--- config.mk ---
export PLATFORM = sky130hd
export DESIGN_NAME = regfile_seq_ctrl_flat
export DESIGN_NICKNAME = d
export VERILOG_FILES = /design/src/rtl/regfile_seq_pkg.sv /design/src/rtl/regfile_seq_ctrl_if.sv /design/src/rtl/regfile_seq_ctrl_rise_detect.sv /design/src/rtl/regfile_seq_ctrl.sv /design/src/flat_wrapper.sv
export SDC_FILE = /design/constraint.sdc
export NUM_CORES = 1
export LEC_CHECK = 0
export BUFFER_PORTS_ARGS = -buffer_cell sky130_fd_sc_hd__buf_2
export CAP_MARGIN = 30
export CORE_MARGIN = 4
export CORE_UTILIZATION = 35
export DETAILED_ROUTE_END_ITERATION = 12
export MAX_ROUTING_LAYER = met4
export PLACE_DENSITY_LB_ADDON = 0.3
export SLEW_MARGIN = 5
export SYNTH_ARGS = -nofsm -noshare
export SYNTH_HDL_FRONTEND = slang
export SYNTH_SLANG_ARGS = --single-unit
--- constraint.sdc ---
create_clock -name CLOCK_50 -period 3.3 [get_ports CLOCK_50]
set_clock_uncertainty 0.05 [all_clocks]
set_input_delay 0.66 -clock CLOCK_50 [delete_from_list [all_inputs] [get_ports CLOCK_50]]
set_output_delay 0.66 -clock CLOCK_50 [all_outputs]
set_load 0.01 [all_outputs]
--- src/rtl/regfile_seq_pkg.sv ---
// Shared types and constants for the register-file micro-op sequencer.
package regfile_seq_pkg;

    typedef enum logic [1:0] {
        OP_LOAD = 2'b00,
        OP_ADD  = 2'b01,
        OP_SUB  = 2'b10,
        OP_MOV  = 2'b11
    } op_e;

    typedef enum logic [2:0] {
        ST_IDLE,
        ST_READ,
        ST_EXEC,
        ST_WRITE,
        ST_SHOW
    } state_e;

    // LED register layout: {carry, zero, result[7:0]}
    localparam int LED_W         = 10;
    localparam int LED_CARRY_BIT = 9;
    localparam int LED_ZERO_BIT  = 8;
    localparam int LED_RES_W     = 8;

endpackage

--- src/rtl/regfile_seq_ctrl_if.sv ---
// Register file port bundle: two read ports and one write port.
interface regfile_seq_ctrl_if #(
    parameter int DATA_W = 8,
    parameter int ADDR_W = 2
);
    logic [ADDR_W-1:0] regA;
    logic [ADDR_W-1:0] regB;
    logic [DATA_W-1:0] dataA;
    logic [DATA_W-1:0] dataB;
    logic              RFWrite;
    logic [ADDR_W-1:0] regW;
    logic [DATA_W-1:0] dataW;

    modport master (
        output regA, regB, RFWrite, regW, dataW,
        input  dataA, dataB
    );

    modport slave (
        input  regA, regB, RFWrite, regW, dataW,
        output dataA, dataB
    );
endinterface

--- src/rtl/regfile_seq_ctrl_rise_detect.sv ---
// Rising-edge detector: one-cycle pulse when level goes 0 -> 1.
module rise_detect (
    input  logic clk,
    input  logic rst,
    input  logic level,
    output logic pulse
);
    logic level_d;

    always_ff @(posedge clk or posedge rst) begin
        if (rst) level_d <= 1'b0;
        else     level_d <= level;
    end

    assign pulse = level & ~level_d;
endmodule

--- src/rtl/regfile_seq_ctrl.sv ---
// Single-issue sequencer: read rx/ry, compute, write rx, show result on LEDs.
module regfile_seq_ctrl
    import regfile_seq_pkg::*;
#(
    parameter int DATA_W      = 8,
    parameter int ADDR_W      = 2,
    parameter int IMM_W       = 4,
    parameter int HOLD_CYCLES = 4
) (
    input  logic                CLOCK_50,
    input  logic                reset,
    input  logic                start,
    input  logic [1:0]          op,
    input  logic [ADDR_W-1:0]   rx,
    input  logic [ADDR_W-1:0]   ry,
    input  logic [IMM_W-1:0]    imm,
    regfile_seq_ctrl_if.master  rf,
    output logic                led_en,
    output logic [LED_W-1:0]    led_data,
    output logic                busy,
    output logic                done
);
    localparam int CNT_W = (HOLD_CYCLES > 1) ? $clog2(HOLD_CYCLES) : 1;

    state_e             state, state_nxt;
    logic [CNT_W-1:0]   cnt, cnt_nxt;
    logic               trigger;

    op_e                cmd_op;
    logic [ADDR_W-1:0]  cmd_rx, cmd_ry;
    logic [IMM_W-1:0]   cmd_imm;

    logic [DATA_W-1:0]  alu_res;
    logic               alu_carry;
    logic [DATA_W:0]    sum, diff;
    logic [LED_W-1:0]   led_nxt;

    logic [ADDR_W-1:0]  regw_q;
    logic [DATA_W-1:0]  dataw_q;
    logic [LED_W-1:0]   led_q;

    rise_detect u_start_rise (
        .clk   (CLOCK_50),
        .rst   (reset),
        .level (start),
        .pulse (trigger)
    );

    always_ff @(posedge CLOCK_50 or posedge reset) begin
        if (reset) begin
            cmd_op  <= OP_LOAD;
            cmd_rx  <= '0;
            cmd_ry  <= '0;
            cmd_imm <= '0;
        end else if (state == ST_IDLE && trigger) begin
            cmd_op  <= op_e'(op);
            cmd_rx  <= rx;
            cmd_ry  <= ry;
            cmd_imm <= imm;
        end
    end

    assign rf.regA = cmd_rx;
    assign rf.regB = cmd_ry;

    // Borrow for SUB falls out of the extra top bit of the widened difference.
    always_comb begin
        sum       = {1'b0, rf.dataA} + {1'b0, rf.dataB};
        diff      = {1'b0, rf.dataA} - {1'b0, rf.dataB};
        alu_res   = '0;
        alu_carry = 1'b0;
        case (cmd_op)
            OP_LOAD: alu_res = {{(DATA_W-IMM_W){1'b0}}, cmd_imm};
            OP_ADD:  begin alu_res = sum[DATA_W-1:0];  alu_carry = sum[DATA_W];  end
            OP_SUB:  begin alu_res = diff[DATA_W-1:0]; alu_carry = diff[DATA_W]; end
            OP_MOV:  alu_res = rf.dataB;
            default: alu_res = '0;
        endcase
        led_nxt                  = '0;
        led_nxt[LED_CARRY_BIT]   = alu_carry;
        led_nxt[LED_ZERO_BIT]    = (alu_res == '0);
        led_nxt[LED_RES_W-1:0]   = alu_res[LED_RES_W-1:0];
    end

    always_ff @(posedge CLOCK_50 or posedge reset) begin
        if (reset) begin
            regw_q  <= '0;
            dataw_q <= '0;
            led_q   <= '0;
        end else if (state == ST_EXEC) begin
            regw_q  <= cmd_rx;
            dataw_q <= alu_res;
            led_q   <= led_nxt;
        end
    end

    assign rf.regW  = regw_q;
    assign rf.dataW = dataw_q;
    assign led_data = led_q;

    always_ff @(posedge CLOCK_50 or posedge reset) begin
        if (reset) begin
            state <= ST_IDLE;
            cnt   <= '0;
        end else begin
            state <= state_nxt;
            cnt   <= cnt_nxt;
        end
    end

    always_comb begin
        state_nxt = state;
        cnt_nxt   = cnt;
        case (state)
            ST_IDLE:  if (trigger) state_nxt = ST_READ;
            ST_READ:  state_nxt = ST_EXEC;
            ST_EXEC:  state_nxt = ST_WRITE;
            ST_WRITE: begin
                state_nxt = ST_SHOW;
                cnt_nxt   = CNT_W'(HOLD_CYCLES - 1);
            end
            ST_SHOW: begin
                if (cnt == '0) state_nxt = ST_IDLE;
                else           cnt_nxt   = cnt - 1'b1;
            end
            default:  state_nxt = ST_IDLE;
        endcase
    end

    // Pulses decode straight from state so reset removes them asynchronously.
    assign busy       = (state != ST_IDLE);
    assign rf.RFWrite = (state == ST_WRITE);
    assign led_en     = (state == ST_WRITE);
    assign done       = (state == ST_SHOW) && (cnt == '0);
endmodule

--- src/flat_wrapper.sv ---
// flat-port wrapper written by rule: the top's interface ports become plain ports
module regfile_seq_ctrl_flat import regfile_seq_pkg::*;
#(
    parameter int DATA_W      = 8,
    parameter int ADDR_W      = 2,
    parameter int IMM_W       = 4,
    parameter int HOLD_CYCLES = 4
)
  (CLOCK_50, reset, start, op, rx, ry, imm, led_en, led_data, busy, done, rf_regA, rf_regB, rf_RFWrite, rf_regW, rf_dataW, rf_dataA, rf_dataB);
  regfile_seq_ctrl_if #(.DATA_W(DATA_W), .ADDR_W(ADDR_W)) rf_i ();
  input  logic CLOCK_50;
  input  logic reset;
  input  logic start;
  input  logic [1:0] op;
  input  logic [ADDR_W-1:0] rx;
  input  logic [ADDR_W-1:0] ry;
  input  logic [IMM_W-1:0] imm;
  output logic led_en;
  output logic [LED_W-1:0] led_data;
  output logic busy;
  output logic done;
  output wire logic [$bits(rf_i.regA)-1:0] rf_regA;
  output wire logic [$bits(rf_i.regB)-1:0] rf_regB;
  output wire logic [$bits(rf_i.RFWrite)-1:0] rf_RFWrite;
  output wire logic [$bits(rf_i.regW)-1:0] rf_regW;
  output wire logic [$bits(rf_i.dataW)-1:0] rf_dataW;
  input wire logic [$bits(rf_i.dataA)-1:0] rf_dataA;
  input wire logic [$bits(rf_i.dataB)-1:0] rf_dataB;
  assign rf_regA = rf_i.regA;
  assign rf_regB = rf_i.regB;
  assign rf_RFWrite = rf_i.RFWrite;
  assign rf_regW = rf_i.regW;
  assign rf_dataW = rf_i.dataW;
  assign rf_i.dataA = rf_dataA;
  assign rf_i.dataB = rf_dataB;
  regfile_seq_ctrl #(.DATA_W(DATA_W), .ADDR_W(ADDR_W), .IMM_W(IMM_W), .HOLD_CYCLES(HOLD_CYCLES)) u_core (.CLOCK_50(CLOCK_50), .reset(reset), .start(start), .op(op), .rx(rx), .ry(ry), .imm(imm), .rf(rf_i), .led_en(led_en), .led_data(led_data), .busy(busy), .done(done));
endmodule
# Word-level counts from Yosys, hierarchy flattened
# Cells that the tools add are included.
# Widths: inputs -> output; s select.
[word_totals] register_bits=36 in_bits=29 out_inout_bits=28 elab_cells=42
[op_classes] add_sub_neg=3 n_eq_ne=10 n_mux=7 bitwise=2 reduce_logical=10
[ops] operator="$pmux 8 s4" count=1
[ops] operator="$pmux 3 s5" count=1
[ops] operator="$add 8x8->9" count=1
[ops] operator="$sub 8x8->9" count=1
[ops] operator="$logic_not 8->1" count=1
[ops] operator="$eq 3x2->1 const B" count=2
[ops] operator="$mux 3" count=2
[ops] operator="$eq 2x2->1 const B" count=2
[ops] operator="$logic_not 2->1" count=2
[ops] operator="$ne 2x1->1 const B" count=2
[ops] operator="$pmux 2 s2" count=1
[ops] operator="$reduce_and 2->1" count=2
[ops] operator="$eq 3x1->1 const B" count=1
[ops] operator="$eq 3x3->1 const B" count=1
[ops] operator="$logic_not 3->1" count=1
[ops] operator="$reduce_bool 3->1" count=1
[ops] operator="$eq 2x1->1 const B" count=1
[ops] operator="$logic_and 1x1->1" count=2
[ops] operator="$mux 2" count=1
[ops] operator="$ne 2x2->1 const B" count=1
[ops] operator="$pmux 1 s2" count=1
[ops] operator="$reduce_bool 2->1" count=1
[ops] operator="$sub 2x1->2 const B" count=1
[ops] operator="$and 1x1->1" count=1
[ops] operator="$not 1->1" count=1

# Longest topological paths before layout
[depth] word_depth=4 ltp_mapped=10 ltp_nobuf=10

# Hierarchy
# Synthesis repeated with hierarchy kept, for this count alone.
[hier_totals] cells_unflattened=244 area_unflattened_um2=2198.4
[modules_own_cells] module="regfile_seq_ctrl" n_inst=1 cells_per_inst=241 area_each_um2=2155.8 seq_area_each_um2=675.6
[modules_own_cells] module="rise_detect" n_inst=1 cells_per_inst=3 area_each_um2=42.5 seq_area_each_um2=25.0

# Worst setup path before layout
# Ideal clock, no wire load.
[synth_timing] path_kind="input-to-reg" start="input port rf_dataA[0]" end="register u_core.led_q[8] (netlist: u_core.led_data[8])" setup_ps=103 arrival_time_ps=2555 required_ps=3147 path_slack_ps=592 stages=10 path_buffers=0 path_cell_list="inv_1 -> ha_1 -> fa_1 -> nand2b_1 -> a21o_1 -> a221oi_2 -> a2bb2oi_2 -> nand2b_1 -> a211o_1 -> o41ai_2"
[synth_between] elab_chain_cells=3 elab_cells_between_ends=4 cone_classes="add/sub: 2; mux: 1; reduce/logical: 1"
[synth_lines] item="start, declared" line="flat_wrapper.sv:27" source="input wire logic [$bits(rf_i.dataA)-1:0] rf_dataA;"
[synth_lines] item="$sub 8x8->9 or $add 8x8->9 (tied branches)" line="regfile_seq_ctrl.sv:69, regfile_seq_ctrl.sv:68"
[synth_lines] item="$pmux 8 s4 *" line="regfile_seq_ctrl.sv:72" source="case (cmd_op)"
[synth_lines] item="$logic_not 8->1 *" line="regfile_seq_ctrl.sv:81" source="led_nxt[LED_ZERO_BIT] = (alu_res == '0);"
[synth_lines] item="end signal, assigned" line="regfile_seq_ctrl.sv:93" source="led_q <= led_nxt;"
[synth_lines] item="end, declared" line="regfile_seq_ctrl.sv:40" source="logic [LED_W-1:0] led_q;"
# Mark *: on every way between the ends. The rest lies on a longest branch, timed or not.
# A chain may end at the register's enable or synchronous reset.

# Worst setup path in the final report
[layout_timing] start="input port rf_dataB[0]" end="register u_core.led_q[8] (netlist: u_core.led_data[8])"
[layout_between] elab_chain_cells=3 elab_cells_between_ends=4 cone_classes="add/sub: 2; mux: 1; reduce/logical: 1"
[layout_lines] item="start, declared" line="flat_wrapper.sv:28" source="input wire logic [$bits(rf_i.dataB)-1:0] rf_dataB;"
[layout_lines] item="$sub 8x8->9 or $add 8x8->9 (tied branches)" line="regfile_seq_ctrl.sv:69, regfile_seq_ctrl.sv:68"
[layout_lines] item="$pmux 8 s4 *" line="regfile_seq_ctrl.sv:72"
[layout_lines] item="$logic_not 8->1 *" line="regfile_seq_ctrl.sv:81"
# Marks and branches as above.

==> reports/summary.txt <==
Status - finished, final reports clean
Total GRT Usage - 13.1%
DRT Pass-1 Iters - 4
Power Dens Cells - 730 mW/mm^2
Synth top area share - 32.2%
Syn_nets - 290
Crit path max fanout - 4
Comb pwr share - 56.3%
First-pass GRT wire length - 7930 microns
Hpwl dp - 3810 microns
Worst setup margin - 0.634 ns
Count of final hold-check violations - 0
Slew headroom - 52.1%
Die H - 86.9 microns
Sequential power share - 33.9%
Seq/Total Area, Yosys - 32.2%
Antenna viol nets, final - 0
Core area - 0.00599 sq mm
Worst r2r path cells - 6
Power Internal - 1050 uW
Worst-Margin Slew - 0.718 ns
Initial antenna violation count - 0
# rows - 28
Max-Cap Viols - 0
FF-to-FF End - u_core.led_data[5]$_DFFE_PP0P_
GP Congestion - 0.827
Reg2reg start - u_core.cmd_op[1]$_DFFE_PP0P_
Tightest Hold Check Type - input port to async pin
Clock period minus worst slack - 2.67 ns
Cts hold-fix bufs - 0
Worst Setup SP - rf_dataB[0]
Worst path slowest cell - fa_1
Yosys cell types - 44
Crit. End Element - register
Post-place setup slack - 0.351 ns
Inserted Diodes - 0
Vias - 1749
Total power - 1830 uW
Crit-path cells - buf_2 > ha_1 > fa_1 > nand2b_1 > a21o_1 > a221oi_2 > a2bb2oi_2 > nand2b_1 > a211o_1 > o41ai_2
Fin crit share - 80.8%
Most common cell after layout, fill and taps aside - buf_2
CP most frequent cell - nand2b_1
NetSw - 784 uW
Io pins - 57
Clock share of power - 9.8%
Vias in the first global route - 1736
YS warnings - 0
Post-Synthesis Cells - 237
Worst Path Required - 3.42 ns
Switching Fraction - 42.8%
Most frequent cells in the layout - buf_2, dfrtp_1, inv_1
Critical Path AT - 2.78 ns
H-Tree Depth - 1
Post-Layout Cell Count - 352
Mean number of vias per cell - 4.97
LEAKAGE - 0.00129 uW
Area contributors post-synth - dfrtp_1, ha_1, mux2_2
Synth Register Bits - 28
DRT iter0 DRCs - 80
Layout cells sized above 1 - 31.0%
Pin count of the biggest net entering global routing - 22
Clk slew on worst S/H paths - 0.09 ns
Mapped Avg Cell Area - 9.19 sq um
Die area - 0.00755 sq mm
Nets - 332
Final setup fails - 0
Fmax - 0.375 GHz
Peak supply drop - 427 uV
Area growth, synth to finish - 15.2%
Clock sinks - 28
DRC Markers - 0
Postcts setup bufs - 0
Cell accounting for the most synthesized area - dfrtp_1
Routed len/inst - 13.3 microns
CTS Buffer Depth - 2
Setup TNS Final - 0 ns
Post-Syn Area - 0.00218 sq mm
Port Buffers - 56
RSZ-0062 raised after global routing - false
Grt ovf - 0
Placed cells - 349
Max incr delay on CP - 0.39 ns
Crit path to - u_core.led_data[8]$_DFFE_PP0P_
Clk_lat worst skew - 0.26 ns
WS Path Type - input port to register
CTS Root Cell - clkbuf_8
Die width - 86.9 microns
# resized after CTS - 0
Final WL - 4690 microns
Final Slew Violations - 0
Initial Util - 36.3%
Final Util - 41.9%
Crit start category - input port
Flop-to-flop setup slack - 1.15 ns
TritonCTS clock tree - built
Num CTS Buffers - 3
Filler cells - 597
[metal layers]
layer	global-route usage [%]	wire length (microns)
met5	-	0
met4	2.12	15
met3	1.32	292
met2	22.5	2250
met1	17.0	2140
[critical path: cells and delay by family]
family	cells	cell delay [ns]
AOI/OAI and AO/OA	5	1.14
and+or+nand+nor	2	0.24
adders and majority gates	2	0.60
buffers and inverters	1	0.12
[cells in the mapped netlist, drive strengths merged]
cell      n
a41oi     2
a22oi     2
a211oi    3
xor2      3
xnor2     3
o41ai     1
or3b      1
dfrtp    28
or3       2
o31ai     2
mux2i     1
or2       1
o221ai    2
o32a      1
buf      12
o221a     1
fa        2
and3      3
clkbuf    8
a32oi     1
ha       22
inv      25
o21bai    2
o21ai    10
nand3     3
nor3      4
nand2    23
nor2     11
a221oi    2
a211o     1
mux2     17
o211ai    2
o31a      1
nor2b     4
or4       1
a2bb2oi   1
o22ai     2
nand2b    8
a21oi    14
a21o      3
nand3b    2
[sequential cells by signal, indices dropped and copies added, names as in the netlist]
register and count:
u_core.led_data 10, u_core.u_start_rise.level_d 1, u_core.cmd_imm 4, u_core.rf.regB 2, u_core.state 3, u_core.rf.regW 2, u_core.rf.regA 2, u_core.cnt 2
u_core.cmd_op 2
[kinds of logic after synthesis]
family	Yosys count	synth area share (%)
multiplexers	18	9.25
AO/OA/AOI/OAI	53	18.1
flip-flops	28	32.2
buffers and inverters	45	9.48
adder cells (fa/ha/maj)	24	14.5
AND/OR/NAND/NOR	63	14.1
XOR/XNOR	6	2.41
[power groups by stage]
stage	Clock (uW)	Sequential [uW]	Combinational, uW
2_1_floorplan	0	638	755
3_5_place_dp	0	629	1050
3_3_place_gp	0	624	1020
4_1_cts	188	623	1050
6_report	179	621	1030
5_1_grt	203	646	1160
[per-stage QoR]
step | instance area (sq um) | hold slack (ns)
2_1_floorplan | 2180 | 0.420
3_3_place_gp | 2440 | 0.415
3_5_place_dp | 2470 | 0.412
4_1_cts | 2510 | 0.325
5_1_grt | 2510 | 0.328
6_report | 2510 | 0.313
[worst min-delay path by stage]
stage | start | end | cells past startpoint
floorplan | u_core.cmd_imm[0]$_DFFE_PP0P_ | u_core.cmd_imm[0]$_DFFE_PP0P_ | 1
global placement | u_core.led_data[8]$_DFFE_PP0P_ | u_core.led_data[8]$_DFFE_PP0P_ | 2
detailed placement | u_core.led_data[8]$_DFFE_PP0P_ | u_core.led_data[8]$_DFFE_PP0P_ | 2
CTS | reset | u_core.led_data[6]$_DFFE_PP0P_ | 2
global route | reset | u_core.led_data[6]$_DFFE_PP0P_ | 2
finish | reset | u_core.state[2]$_DFFE_PP0P_ | 2
[cell type report]
cell class	instances	area, sq um	share of cell area, %
inverter	25	93.8	3.74
multi-input combinational	164	1270	50.6
sequential	28	701	27.9
clock buffer	3	41.3	1.65
timing repair buffer	57	308	12.3
tap	75	93.8	3.74
Note: power is estimated with default switching activity, not from simulation.
